`config.mk`:
```
export PLATFORM = sky130hd
export DESIGN_NAME = dict_add_flat
export DESIGN_NICKNAME = d
export VERILOG_FILES = /design/src/rtl/pool_pkg.sv /design/src/rtl/dict_add_if.sv /design/src/rtl/dict_add.sv /design/src/flat_wrapper.sv
export SDC_FILE = /design/constraint.sdc
export NUM_CORES = 1
export LEC_CHECK = 0
export ABC_AREA = 1
export BUFFER_PORTS_ARGS = -buffer_cell sky130_fd_sc_hd__buf_4
export CAP_MARGIN = 20
export CORE_MARGIN = 1
export CORE_UTILIZATION = 45
export CTS_CLUSTER_SIZE = 24
export DETAILED_ROUTE_END_ITERATION = 8
export PLACE_DENSITY = 0.65
export RECOVER_POWER = 100
export SKIP_CTS_REPAIR_TIMING = 1
export SYNTH_ARGS = -nofsm -noshare
export SYNTH_HDL_FRONTEND = slang
export SYNTH_SLANG_ARGS = --single-unit
```
`constraint.sdc`:
```
create_clock -name clk -period 1.9 [get_ports clk]
set_input_delay 0.38 -clock clk [delete_from_list [all_inputs] [get_ports clk]]
set_output_delay 0.38 -clock clk [all_outputs]
set_load 0.05 [all_outputs]
```
`src/rtl/pool_pkg.sv`:
```
// Shared types and constants for the pool dictionary engines (FIND walker, ADD writer).
// DICT_ADD_ALIGN_EN adds the PAD state so every pfa lands on an even address.
package pool_pkg;

    localparam int          HDR_SZ  = 3;
    localparam logic [15:0] LFA_NIL = 16'hffff;

    typedef enum logic [1:0] {
        NOP  = 2'd0,
        ADD  = 2'd1,
        LOAD = 2'd2
    } dict_op;

    typedef enum logic [2:0] {
        S_IDLE = 3'd0,
        S_LNK0 = 3'd1,
        S_LNK1 = 3'd2,
        S_HLEN = 3'd3,
        S_RD   = 3'd4,
        S_WR   = 3'd5,
`ifdef DICT_ADD_ALIGN_EN
        S_PAD  = 3'd6,
`endif
        S_DONE = 3'd7
    } dict_add_st;

    typedef enum logic [1:0] {
        POOL_NOP  = 2'd0,
        POOL_FIND = 2'd1,
        POOL_DICT = 2'd2
    } pool_ops;

    typedef enum logic [1:0] {
        STS_OK   = 2'd0,
        STS_MISS = 2'd1,
        STS_BUSY = 2'd2,
        STS_ERR  = 2'd3
    } pool_sts;

endpackage

```
`src/rtl/dict_add_if.sv`:
```
// Command and memory-port bundle between the pool top (master) and dict_add (slave).
interface dict_add_if #(
    parameter int ASZ = 17,
    parameter int DSZ = 8
);
    import pool_pkg::*;

    dict_op           op;
    logic [ASZ-1:0]   ai;
    logic [DSZ-1:0]   len;
    logic             mem_we;
    logic [ASZ-1:0]   mem_a;
    logic [DSZ-1:0]   mem_vo;
    logic [DSZ-1:0]   mem_vi;
    logic             bsy;
    logic             err;
    logic [ASZ-1:0]   here;
    logic [15:0]      ctx;

    modport master (
        output op, ai, len, mem_vi,
        input  mem_we, mem_a, mem_vo, bsy, err, here, ctx
    );

    modport slave (
        input  op, ai, len, mem_vi,
        output mem_we, mem_a, mem_vo, bsy, err, here, ctx
    );

endinterface

```
`src/rtl/dict_add.sv`:
```
// Dictionary writer: builds [lfa_lo][lfa_hi][len][name][pfa] at here, then links it into ctx.
// Define DICT_ADD_ALIGN_EN to pad odd pfa addresses with one 'h00 byte.
module dict_add
    import pool_pkg::*;
#(
    parameter int             DSZ   = 8,
    parameter int             ASZ   = 17,
    parameter int             NMAX  = 31,
    parameter logic [ASZ-1:0] TOP   = 'h1ffff,
    parameter logic [ASZ-1:0] HERE0 = 'h0100,
    parameter logic [15:0]    CTX0  = 16'hffff
) (
    input  logic       clk,
    input  logic       rst,
    dict_add_if.slave  bus
);

    dict_add_st       r_st;
    logic             r_bsy;
    logic             r_err;
    logic             r_we;
    logic [ASZ-1:0]   r_a;
    logic [DSZ-1:0]   r_vo;
    logic [ASZ-1:0]   r_here;
    logic [15:0]      r_ctx;
    logic [ASZ-1:0]   r_tib;
    logic [DSZ-1:0]   r_n;
    logic [15:0]      r_base;
    logic [ASZ-1:0]   r_wp;

    logic [ASZ:0]     w_pfa;
    logic [ASZ:0]     w_end;
    logic             w_ok;

    // End of the new entry, one bit wider than the address so overflow cannot wrap.
    always_comb begin
        w_pfa = {1'b0, r_here} + (ASZ+1)'(HDR_SZ) + (ASZ+1)'(bus.len);
        w_end = w_pfa;
`ifdef DICT_ADD_ALIGN_EN
        w_end = w_pfa + (ASZ+1)'(w_pfa[0]);
`endif
        w_ok  = (bus.len != '0) &&
                (bus.len <= DSZ'(NMAX)) &&
                (r_here[ASZ-1:16] == '0) &&
                (w_end <= {1'b0, TOP});
    end

    assign bus.mem_we = r_we;
    assign bus.mem_a  = r_a;
    // Name bytes stream straight from the read port into the write cycle that follows.
    assign bus.mem_vo = (r_st == S_WR) ? bus.mem_vi : r_vo;
    assign bus.bsy    = r_bsy;
    assign bus.err    = r_err;
    assign bus.here   = r_here;
    assign bus.ctx    = r_ctx;

    always_ff @(posedge clk or negedge rst) begin
        if (!rst) begin
            r_st   <= S_IDLE;
            r_bsy  <= 1'b0;
            r_err  <= 1'b0;
            r_we   <= 1'b0;
            r_a    <= '0;
            r_vo   <= '0;
            r_here <= HERE0;
            r_ctx  <= CTX0;
            r_tib  <= '0;
            r_n    <= '0;
            r_base <= '0;
            r_wp   <= '0;
        end else begin
            case (r_st)
                S_IDLE: begin
                    if (bus.op == LOAD) begin
                        r_here <= bus.ai;
                        r_err  <= 1'b0;
                    end else if (bus.op == ADD) begin
                        if (w_ok) begin
                            r_err  <= 1'b0;
                            r_bsy  <= 1'b1;
                            r_tib  <= bus.ai;
                            r_n    <= bus.len;
                            r_base <= r_here[15:0];
                            r_we   <= 1'b1;
                            r_a    <= r_here;
                            r_vo   <= r_ctx[7:0];
                            r_wp   <= r_here + 1'b1;
                            r_st   <= S_LNK0;
                        end else begin
                            r_err  <= 1'b1;
                        end
                    end
                end
                S_LNK0: begin
                    r_a  <= r_wp;
                    r_vo <= r_ctx[15:8];
                    r_wp <= r_wp + 1'b1;
                    r_st <= S_LNK1;
                end
                S_LNK1: begin
                    r_a  <= r_wp;
                    r_vo <= r_n;
                    r_wp <= r_wp + 1'b1;
                    r_st <= S_HLEN;
                end
                S_HLEN: begin
                    r_we  <= 1'b0;
                    r_a   <= r_tib;
                    r_tib <= r_tib + 1'b1;
                    r_st  <= S_RD;
                end
                S_RD: begin
                    r_we <= 1'b1;
                    r_a  <= r_wp;
                    r_wp <= r_wp + 1'b1;
                    r_st <= S_WR;
                end
                S_WR: begin
                    r_n <= r_n - 1'b1;
                    if (r_n == DSZ'(1)) begin
                        r_we <= 1'b0;
                        r_st <= S_DONE;
`ifdef DICT_ADD_ALIGN_EN
                        if (r_wp[0]) begin
                            r_we <= 1'b1;
                            r_a  <= r_wp;
                            r_vo <= '0;
                            r_wp <= r_wp + 1'b1;
                            r_st <= S_PAD;
                        end
`endif
                    end else begin
                        r_we  <= 1'b0;
                        r_a   <= r_tib;
                        r_tib <= r_tib + 1'b1;
                        r_st  <= S_RD;
                    end
                end
`ifdef DICT_ADD_ALIGN_EN
                S_PAD: begin
                    r_we <= 1'b0;
                    r_st <= S_DONE;
                end
`endif
                S_DONE: begin
                    r_here <= r_wp;
                    r_ctx  <= r_base;
                    r_bsy  <= 1'b0;
                    r_a    <= '0;
                    r_vo   <= '0;
                    r_st   <= S_IDLE;
                end
                default: begin
                    r_we  <= 1'b0;
                    r_bsy <= 1'b0;
                    r_st  <= S_IDLE;
                end
            endcase
        end
    end

endmodule

```
`src/flat_wrapper.sv`:
```
// flat-port wrapper written by rule: the top's interface ports become plain ports
module dict_add_flat import pool_pkg::*;
#(
    parameter int             DSZ   = 8,
    parameter int             ASZ   = 17,
    parameter int             NMAX  = 31,
    parameter logic [ASZ-1:0] TOP   = 'h1ffff,
    parameter logic [ASZ-1:0] HERE0 = 'h0100,
    parameter logic [15:0]    CTX0  = 16'hffff
)
  (clk, rst, bus_op, bus_ai, bus_len, bus_mem_vi, bus_mem_we, bus_mem_a, bus_mem_vo, bus_bsy, bus_err, bus_here, bus_ctx);
  dict_add_if #(.ASZ(ASZ), .DSZ(DSZ)) bus_i ();
  input  logic clk;
  input  logic rst;
  input wire logic [$bits(bus_i.op)-1:0] bus_op;
  input wire logic [$bits(bus_i.ai)-1:0] bus_ai;
  input wire logic [$bits(bus_i.len)-1:0] bus_len;
  input wire logic [$bits(bus_i.mem_vi)-1:0] bus_mem_vi;
  output wire logic [$bits(bus_i.mem_we)-1:0] bus_mem_we;
  output wire logic [$bits(bus_i.mem_a)-1:0] bus_mem_a;
  output wire logic [$bits(bus_i.mem_vo)-1:0] bus_mem_vo;
  output wire logic [$bits(bus_i.bsy)-1:0] bus_bsy;
  output wire logic [$bits(bus_i.err)-1:0] bus_err;
  output wire logic [$bits(bus_i.here)-1:0] bus_here;
  output wire logic [$bits(bus_i.ctx)-1:0] bus_ctx;
  assign bus_i.op = bus_op;
  assign bus_i.ai = bus_ai;
  assign bus_i.len = bus_len;
  assign bus_i.mem_vi = bus_mem_vi;
  assign bus_mem_we = bus_i.mem_we;
  assign bus_mem_a = bus_i.mem_a;
  assign bus_mem_vo = bus_i.mem_vo;
  assign bus_bsy = bus_i.bsy;
  assign bus_err = bus_i.err;
  assign bus_here = bus_i.here;
  assign bus_ctx = bus_i.ctx;
  dict_add #(.DSZ(DSZ), .ASZ(ASZ), .NMAX(NMAX), .TOP(TOP), .HERE0(HERE0), .CTX0(CTX0)) u_core (.clk(clk), .rst(rst), .bus(bus_i));
endmodule
```
==> flow_summary.ini, run 1 <==
[outcome]
status = complete, but fails checks
failed_checks = design-rule violations, negative setup slack

[clocking]
cts_tree = done
worstSkewPairLatency_ns = 0.42
numCtsBuffers = 17
htree_num_levels = 4
clockBufferDepth = 2
root_buffer = clkbuf_16
clk_pin_slew_ns = 0.06
cts.sinks = 122

[critical_path]
startpoint_type = flop
rr_worst_depth = 12
rrSetupSlack_ns = -0.18
worstSetupPathType = flop to flop
cp_cell_sequence = buf_6, nor2_4, nand2_2, nand2_4, nand2_2, o21ai_4, ha_4, nand3_4, nor2_4, buf_6, xnor2_2, o21ai_1
cp-end-kind = flop
slowest_stage = dfrtp_2
cp_top_family = simple AND/OR/NAND/NOR gates
cp_max_fo = 7
required_ns = 2.20
cp.arrival_ns = 2.37
cp_slowest_stage_delay_ns = 0.45
cp_num_cells = 12
path_buf_inv = 2

[global_route]
track_usage_pct = 28.2
grt_pass1_vias = 6312
grt_use_met2_pct = 45.6
grt_pass1_wl_um = 33600
grtUsageMet1_pct = 37.8
met3_usage_pct = 4.98
grt_antenna_before_repair = 0
gr-total-overflow = 0
top_usage_layer = met2
grt_max_degree = 48

[placed_design]
place.gp.congestion = 0.960
dp_hpwl_um = 15800
placed_cell_area_sq_um = 8420
place_ws_ns = -0.105
port-buffer-count = 97

[sta]
tns_ns = -2.28
fin_crit_ns = 2.08
worst_slack_ns = -0.178
hold_viol_final = 0
finalSetupViolCount = 25
max_slew_margin_pct = 15.7
clock_skew_ns = 0.00894
drv_slew = 0
rsz0062_at_grt = yes
whs_ns = 0.228
tightest_slew_ns = 1.26
period_share_pct = 109
max_freq_mhz = 481

[power]
powerDensity_nw_per_um2 = 2220
leakagePower_nw = 4.91
vdd_ir_drop_max_mv = 1.68

[drt]
drc_errors = 20
vias = 7069
drt_iter0_markers = 768
dr.pass1.iters = 8
routed_wl_um = 22900
postRouteAntennaNets = 0
viasPerCell = 5.42
wl_per_cell_um = 17.5

[finish]
nNetsFinal = 1151
n_fill_cell = 1189
ff_latch_area_sq_um = 3080
design_area_sq_um = 9940
n_antenna_cell = 0
syn_to_final_growth_pct = 46.5
final_cell_mix = 302 x nand2_1, 176 x buf_4, 102 x dfrtp_1, 68 x inv_1, 59 x nand3_1
drive_above_1_share_pct = 36.9
final_common_cell = nand2_1
fin_util_pct = 67.9
multi_input_area_sq_um = 3820

[synthesis]
syn-cell-area_sq_um = 6780
ys_ff_latch = 122
syn_inst = 904
synth_edf_count = 0
synth_fp_nets = 947
syn_avg_cell_area_sq_um = 7.50
yosysWarnings = 0
async_reset_ff_share_pct = 100
ys_types = 38
synth-main-ff-cell = dfrtp_1
synth-seq-area-share_pct = 45.3

[floorplan]
coreArea_sq_um = 14600
dieWidth_um = 125
pin_count = 98
die_h_um = 125
fp-row-count = 44
dieArea_sq_um = 15600
start_util_pct = 46.3

[hold_path]
hp-class = input port to flop
hold_depth = 3

[run]
max-cap-violations = 0
tightest hold or removal path, cell delays in order:
cell	delay [ns]
buf_4	0.08
nor2_1	0.04
nor2_1	0.10
per-layer routing:
layer  share of wire, %  vias up
met1                 43     3360
li1                   -     3366
met5                  0        -
met4                3.1        0
met2                 48      296
met3                5.8       47
worst paths after layout:
check	start	to
worst max-delay path	u_core.r_st[1]	u_core.r_wp[6]
worst min-delay path	bus_len[3]	u_core.r_n[3]
worst max register to register	u_core.r_st[1]	u_core.r_wp[6]
worst min register to register	u_core.bus.mem_a[6]	u_core.bus.mem_a[6]
max in group asynchronous	rst	u_core.bus.here[8]
min in group asynchronous	rst	u_core.r_n[5]
power breakdown:
group | leakage, nW | total, mW | internal (mW) | switching (mW)
logic | 3.16 | 14.3 | 5.63 | 8.62
registers | 1.48 | 4.78 | 3.73 | 1.05
clock network | 0.275 | 3.07 | 1.76 | 1.31
cell usage after synthesis (2+ instances only):
| library cell | count | area, sq um |
|---|---|---|
| inv_2 | 6 | 22.5 |
| buf_4 | 4 | 30.0 |
| o21ai_0 | 45 | 225 |
| nor2_2 | 6 | 37.5 |
| inv_1 | 70 | 263 |
| nor2_1 | 46 | 173 |
| nor3_1 | 5 | 25.0 |
| o211ai_1 | 21 | 158 |
| o22ai_1 | 3 | 18.8 |
| nand2_2 | 11 | 68.8 |
| o21ai_1 | 6 | 30.0 |
| dfrtp_1 | 105 | 2630 |
| clkbuf_1 | 23 | 86.3 |
| a21oi_1 | 2 | 10.0 |
| ha_1 | 6 | 75.1 |
| nand4_1 | 8 | 50.1 |
| xor2_1 | 8 | 70.1 |
| nor2_4 | 4 | 45.0 |
| o221ai_1 | 15 | 131 |
| nand3_1 | 78 | 390 |
| nand2_4 | 5 | 56.3 |
| buf_6 | 4 | 45.0 |
| nor4_1 | 2 | 12.5 |
| nand2_1 | 359 | 1350 |
| a211oi_1 | 2 | 15.0 |
| o21bai_1 | 3 | 22.5 |
| nand3_2 | 7 | 70.1 |
| xnor2_1 | 5 | 43.8 |
| buf_2 | 5 | 25.0 |
| a31oi_1 | 16 | 100 |
| dfstp_2 | 17 | 447 |
layout make-up:
cell class	instances	area share, %
clock buffer	18	4.53
clock inverter	14	1.08
tap	184	2.32
multi-input combinational	671	38.5
sequential	122	31.0
timing repair buffer	219	19.6
inverter	77	3.01
through the flow:
stage,power (mW),std cells
floorplan,11.6,904
global placement,16.2,1240
CTS,19.4,1272
detailed placement,16.3,1240
global route,23.3,1305
finish,22.1,1305
flip-flops by register name, indices dropped and copies added, names as in the netlist:
| register | flops |
|---|---|
| u_core.r_tib | 17 |
| u_core.bus.ctx | 16 |
| u_core.r_st | 3 |
| u_core.bus.err | 1 |
| u_core.bus.mem_a | 17 |
| u_core.bus.here | 17 |
| u_core.r_base | 16 |
| u_core.bus.mem_we | 1 |
| u_core.r_vo | 8 |
| u_core.r_wp | 17 |
| u_core.bus.bsy | 1 |
| u_core.r_n | 8 |
cell families (layout without fill, tap and decap cells):
kind of cell | after synthesis | count (layout) | share of synthesized area [%]
AOI/OAI and AO/OA | 115 | 115 | 10.7
and+or+nand+nor | 535 | 537 | 34.1
DFF | 122 | 122 | 45.3
xor gates and xnor gates | 13 | 13 | 1.68
adders and majority gates | 6 | 6 | 1.11
buffers and inverters | 113 | 328 | 7.05
No activity file was read; power rests on OpenSTA's default activity.
==> run 2: changes to the inputs <==
- CORE_UTILIZATION: 45 -> 52
- PLACE_DENSITY: 0.65 -> 0.73
==> run 2 against run 1 <==
The run ends with negative setup slack left. Hold slack lost 0.082 ns. Clock skew shrank 0.0020 ns. Global-route usage grew 4.2 points. Final cell count shrank 2.0%. Total power shrank 2.1%. Final area shrank 2.8%. Fmax grew 0.92%.
==> flow_summary.ini, run 2 (synthesized netlist as in run 1, its figures left out) <==
[finish]
fin_util_pct = 76.3
final_common_cell = nand2_1
nNetsFinal = 1137
syn_to_final_growth_pct = 42.4
design_area_sq_um = 9660
final_cell_mix = 311 x nand2_1, 179 x buf_4, 102 x dfrtp_1, 68 x inv_1, 68 x nand3_1
final_cells = 1279
drive_above_1_share_pct = 33.9
n_antenna_cell = 0

[placed_design]
port-buffer-count = 97
dp_hpwl_um = 15500
place.gp.congestion = 0.984
placed_cell_area_sq_um = 8340
place_inst = 1227

[clocking]
root_buffer = clkbuf_16
cts_tree = done
htree_num_levels = 4
clockBufferDepth = 2
worstSkewPairLatency_ns = 0.43
cts.sinks = 122
clk_pin_slew_ns = 0.06
numCtsBuffers = 17

[drt]
drc_errors = 0
viasPerCell = 5.54
postRouteAntennaNets = 0
wl_per_cell_um = 17.7
vias = 7083
dr.pass1.iters = 5
drt_iter0_markers = 636
routed_wl_um = 22600

[floorplan]
coreArea_sq_um = 12700
dieWidth_um = 116
dieArea_sq_um = 13500
start_util_pct = 53.5
die_h_um = 116
pin_count = 98
fp-row-count = 41

[power]
powerDensity_nw_per_um2 = 2240
vdd_ir_drop_max_mv = 1.58
leakagePower_nw = 4.82

[global_route]
grt_pass1_vias = 6310
gr-total-overflow = 0
grt_max_degree = 90
grt_antenna_before_repair = 0
track_usage_pct = 32.4
grt_pass1_wl_um = 32300

[critical_path]
rr_worst_depth = 11
required_ns = 1.52
slowest_stage = dfrtp_2
worstSetupPathType = flop to output pin
cp_max_fo = 8
cp.arrival_ns = 1.68
cp_cell_sequence = inv_2, buf_6, nand3_4, inv_4, buf_12, nand2_4, nand2_2, buf_8
cp-end-kind = output pin
startpoint_type = flop
cp_slowest_stage_delay_ns = 0.44

[sta]
rsz0062_at_grt = yes
clock_skew_ns = 0.00699
period_share_pct = 108
max_freq_mhz = 486
hold_viol_final = 0
drv_slew = 0
max_slew_margin_pct = 17.3
worst_slack_ns = -0.159
fin_crit_ns = 2.06
finalSetupViolCount = 24
tightest_slew_ns = 1.24

[hold_path]
hp-class = input port to asynchronous set/reset pin

[run]
max-cap-violations = 0

[outcome]
failed_checks = negative setup slack
status = complete, but fails checks
-- run 2: cell types whose count changed in the layout (fill, tap and decap cells not counted), moves of 10 or more --
cell | previous run | this run
buf_6 | 20 | 4
o21ai_1 | 16 | 6
o21ai_0 | 30 | 42
nand2_2 | 52 | 42
-- run 2: power breakdown --
part	switching (mW)	total, mW	internal, mW
clock network	1.21	3.54	2.32
registers	1.01	4.75	3.74
logic	8.23	13.4	5.13
total	10.5	21.6	11.2
-- run 2: final timing paths --
check,startpoint,slack (ns),end
setup / recovery,u_core.r_st[1],-0.16,bus_mem_vo[1]
hold / removal,rst,0.15,u_core.r_n[4]
setup reg to reg,u_core.r_st[0],-0.09,u_core.r_wp[6]
hold reg to reg,u_core.r_vo[3],0.47,u_core.r_vo[3]
max in group asynchronous,rst,0.76,u_core.r_wp[0]
min in group clk,bus_len[3],0.21,u_core.r_n[3]
-- run 2: per-layer routing --
layer  part of all wire, %  GRT usage (%)  up-vias
li1                      -              -     3338
met1                    41           42.4     3365
met2                    48           53.3      317
met3                   7.5           6.85       63
met4                   3.4           11.4        0
met5                     0              0        -
-- run 2: worst max-delay path: cells and delay by family (launching register included) --
kind | cells | cell delay (ns)
buffers and inverters | 5 | 0.59
flip-flops | 1 | 0.44
AND/OR/NAND/NOR | 3 | 0.22
-- run 2: metrics by stage --
stage | setup slack [ns] | total power [mW] | setup TNS, ns | hold WS, ns
floorplan | -0.0157 | 11.6 | -0.0157 | 0.0844
CTS | -0.338 | 19.5 | -6.41 | 0.00640
global route | -0.207 | 22.8 | -4.53 | 0.206
detailed placement | -0.174 | 15.9 | -1.75 | 0.455
global placement | -0.0871 | 15.7 | -0.501 | 0.455
finish | -0.159 | 21.6 | -1.70 | 0.146
-- run 2: layout make-up --
cell class | instances | area, sq um
multi-input combinational | 671 | 3680
sequential | 122 | 3080
fill | 919 | 3010
timing repair buffer | 205 | 1740
clock buffer | 21 | 480
inverter | 77 | 304
tap | 172 | 215
clock inverter | 11 | 166
==> run 3: changes to the inputs <==
- CORE_UTILIZATION: 52 -> 54
- CTS_BUF_LIST: not set -> sky130_fd_sc_hd__clkbuf_8
- PLACE_DENSITY: 0.73 -> 0.76
==> run 3 against run 2 <==
The run still ends with negative setup slack left. Final cell count decreased by 0.16%. Core utilization increased by 1.7 points. Sequential share of layout area increased by 0.73 points. Critical endpoint is now bus_mem_vo[4]. Largest cell class unchanged.
==> flow_summary.ini, run 3 (synthesized netlist as in run 1, its figures left out) <==
[power]
p_total_mw = 20.8
leakagePower_nw = 4.71
p_int_mw = 10.4
combinationalPowerShare_pct = 65.6
swShare_pct = 50.1
seqPwrFrac_pct = 22.8
power_switching_mw = 10.4
vdd_ir_drop_max_mv = 1.44
powerDensity_nw_per_um2 = 2200
p_clk_share_pct = 11.6

[floorplan]
coreArea_sq_um = 12100
start_util_pct = 56.0
dieWidth_um = 114
pin_count = 98
dieArea_sq_um = 13000
fp-row-count = 40
die_h_um = 114

[global_route]
gr-total-overflow = 0
grt_pass1_vias = 6303
grt_antenna_before_repair = 0
grt_pass1_wl_um = 32200
track_usage_pct = 32.5
grt_max_degree = 37

[drt]
viasPerCell = 5.68
drc_errors = 0
wl_per_cell_um = 17.5
drt_iter0_markers = 764
dr.pass1.iters = 6
routed_wl_um = 22300
postRouteAntennaNets = 0
vias = 7258

[critical_path]
path_buf_inv = 4
cp-end-kind = output pin
reg2reg_from = u_core.r_st[0]
required_ns = 1.52
rrSetupSlack_ns = -0.12
cp_cell_sequence = inv_2, buf_6, nand3_4, inv_4, nand2_1, nand2_2, buf_8
cp-startpoint = u_core.r_st[1]
slowest_stage = dfrtp_2
cp_top_family = buffers and inverters
worstSetupPathType = flop to output pin
cp.arrival_ns = 1.69
cp_slowest_stage_delay_ns = 0.45
rr_worst_depth = 12
startpoint_type = flop
cp_num_cells = 7
cp_max_fo = 10

[finish]
n_fill_cell = 851
final_common_cell = nand2_1
drive_above_1_share_pct = 33.4
final_cell_mix = 310 x nand2_1, 168 x buf_4, 102 x dfrtp_1, 70 x nand3_1, 69 x inv_1
nNetsFinal = 1139
n_antenna_cell = 0
syn_to_final_growth_pct = 39.2
final_cells = 1277
fin_util_pct = 78.0

[clocking]
root_buffer = clkbuf_8
clockBufferDepth = 2
cts.sinks = 122
worstSkewPairLatency_ns = 0.47
numCtsBuffers = 17
clk_pin_slew_ns = 0.08
htree_num_levels = 4
cts_tree = done

[hold_path]
worstHoldStart = bus_len[3]
hold_depth = 3
hp-class = input port to flop

[sta]
tightest_slew_ns = 0.959
clock_skew_ns = 0.0155
whs_ns = 0.160
rsz0062_at_grt = yes
hold_viol_final = 0
worst_slack_ns = -0.175
fin_crit_ns = 2.07
finalSetupViolCount = 17
period_share_pct = 109
max_freq_mhz = 482
drv_slew = 0
max_slew_margin_pct = 36.1

[outcome]
status = complete, but fails checks
failed_checks = negative setup slack

[placed_design]
place.gp.congestion = 0.935
place_inst = 1225
dp_hpwl_um = 15400
port-buffer-count = 97
place_ws_ns = -0.0635

[run]
max-cap-violations = 0
## run 3: cell types whose count changed in the layout (fill, tap and decap cells not counted), moves of 4 or more
cell and delta:
nand2_4 -4, clkbuf_16 -16, buf_6 +10, buf_4 -11
clkbuf_8 +16
## run 3: path summary, 6_finish.rpt
kind,end
min in group asynchronous,u_core.r_vo[3]
setup reg to reg,u_core.r_wp[12]
setup / recovery,bus_mem_vo[4]
hold / removal,u_core.r_n[3]
max in group asynchronous,u_core.bus.ctx[1]
hold reg to reg,u_core.bus.mem_a[5]
## run 3: power by group through the flow
stage / Combinational (mW) / Sequential, mW / Clock, mW
floorplan: 5.71 / 5.88 / 0
global placement: 10.9 / 4.64 / 0
detailed placement: 11.1 / 4.64 / 0
CTS: 11.1 / 4.62 / 2.40
global route: 14.5 / 4.80 / 2.53
finish: 13.6 / 4.73 / 2.41
## run 3: metrics by stage
step / TNS [ns] / cell area [sq um]
after global placement: -0.237 / 8360
after global routing: -5.65 / 9450
after floorplan: -0.0157 / 6830
after CTS: -3.22 / 8770
after detailed placement: -1.56 / 8360
final: -1.80 / 9450
## run 3: layout make-up
class                           count  area [sq um]  area share, %
Clock buffer                       20           275           2.91
Clock inverter                     12           131           1.39
Inverter                           77           297           3.14
Multi-Input combinational cell    671          3670           38.9
Sequential cell                   122          3080           32.6
Tap cell                          168           210           2.23
Timing Repair Buffer              207          1780           18.9
## run 3: worst min-delay path, stage by stage
cell and delay, ns:
buf_4 0.08, nor2_1 0.04, nor2_1 0.08
## run 3: routing by layer
metal | global-route usage [%] | share of wire [%] | vias to the layer above
met5 | 0 | 0 | -
met4 | 9.18 | 2.8 | 0
li1 | - | - | 3346
met2 | 50.8 | 48 | 444
met3 | 5.98 | 9.3 | 65
met1 | 46.6 | 40 | 3403
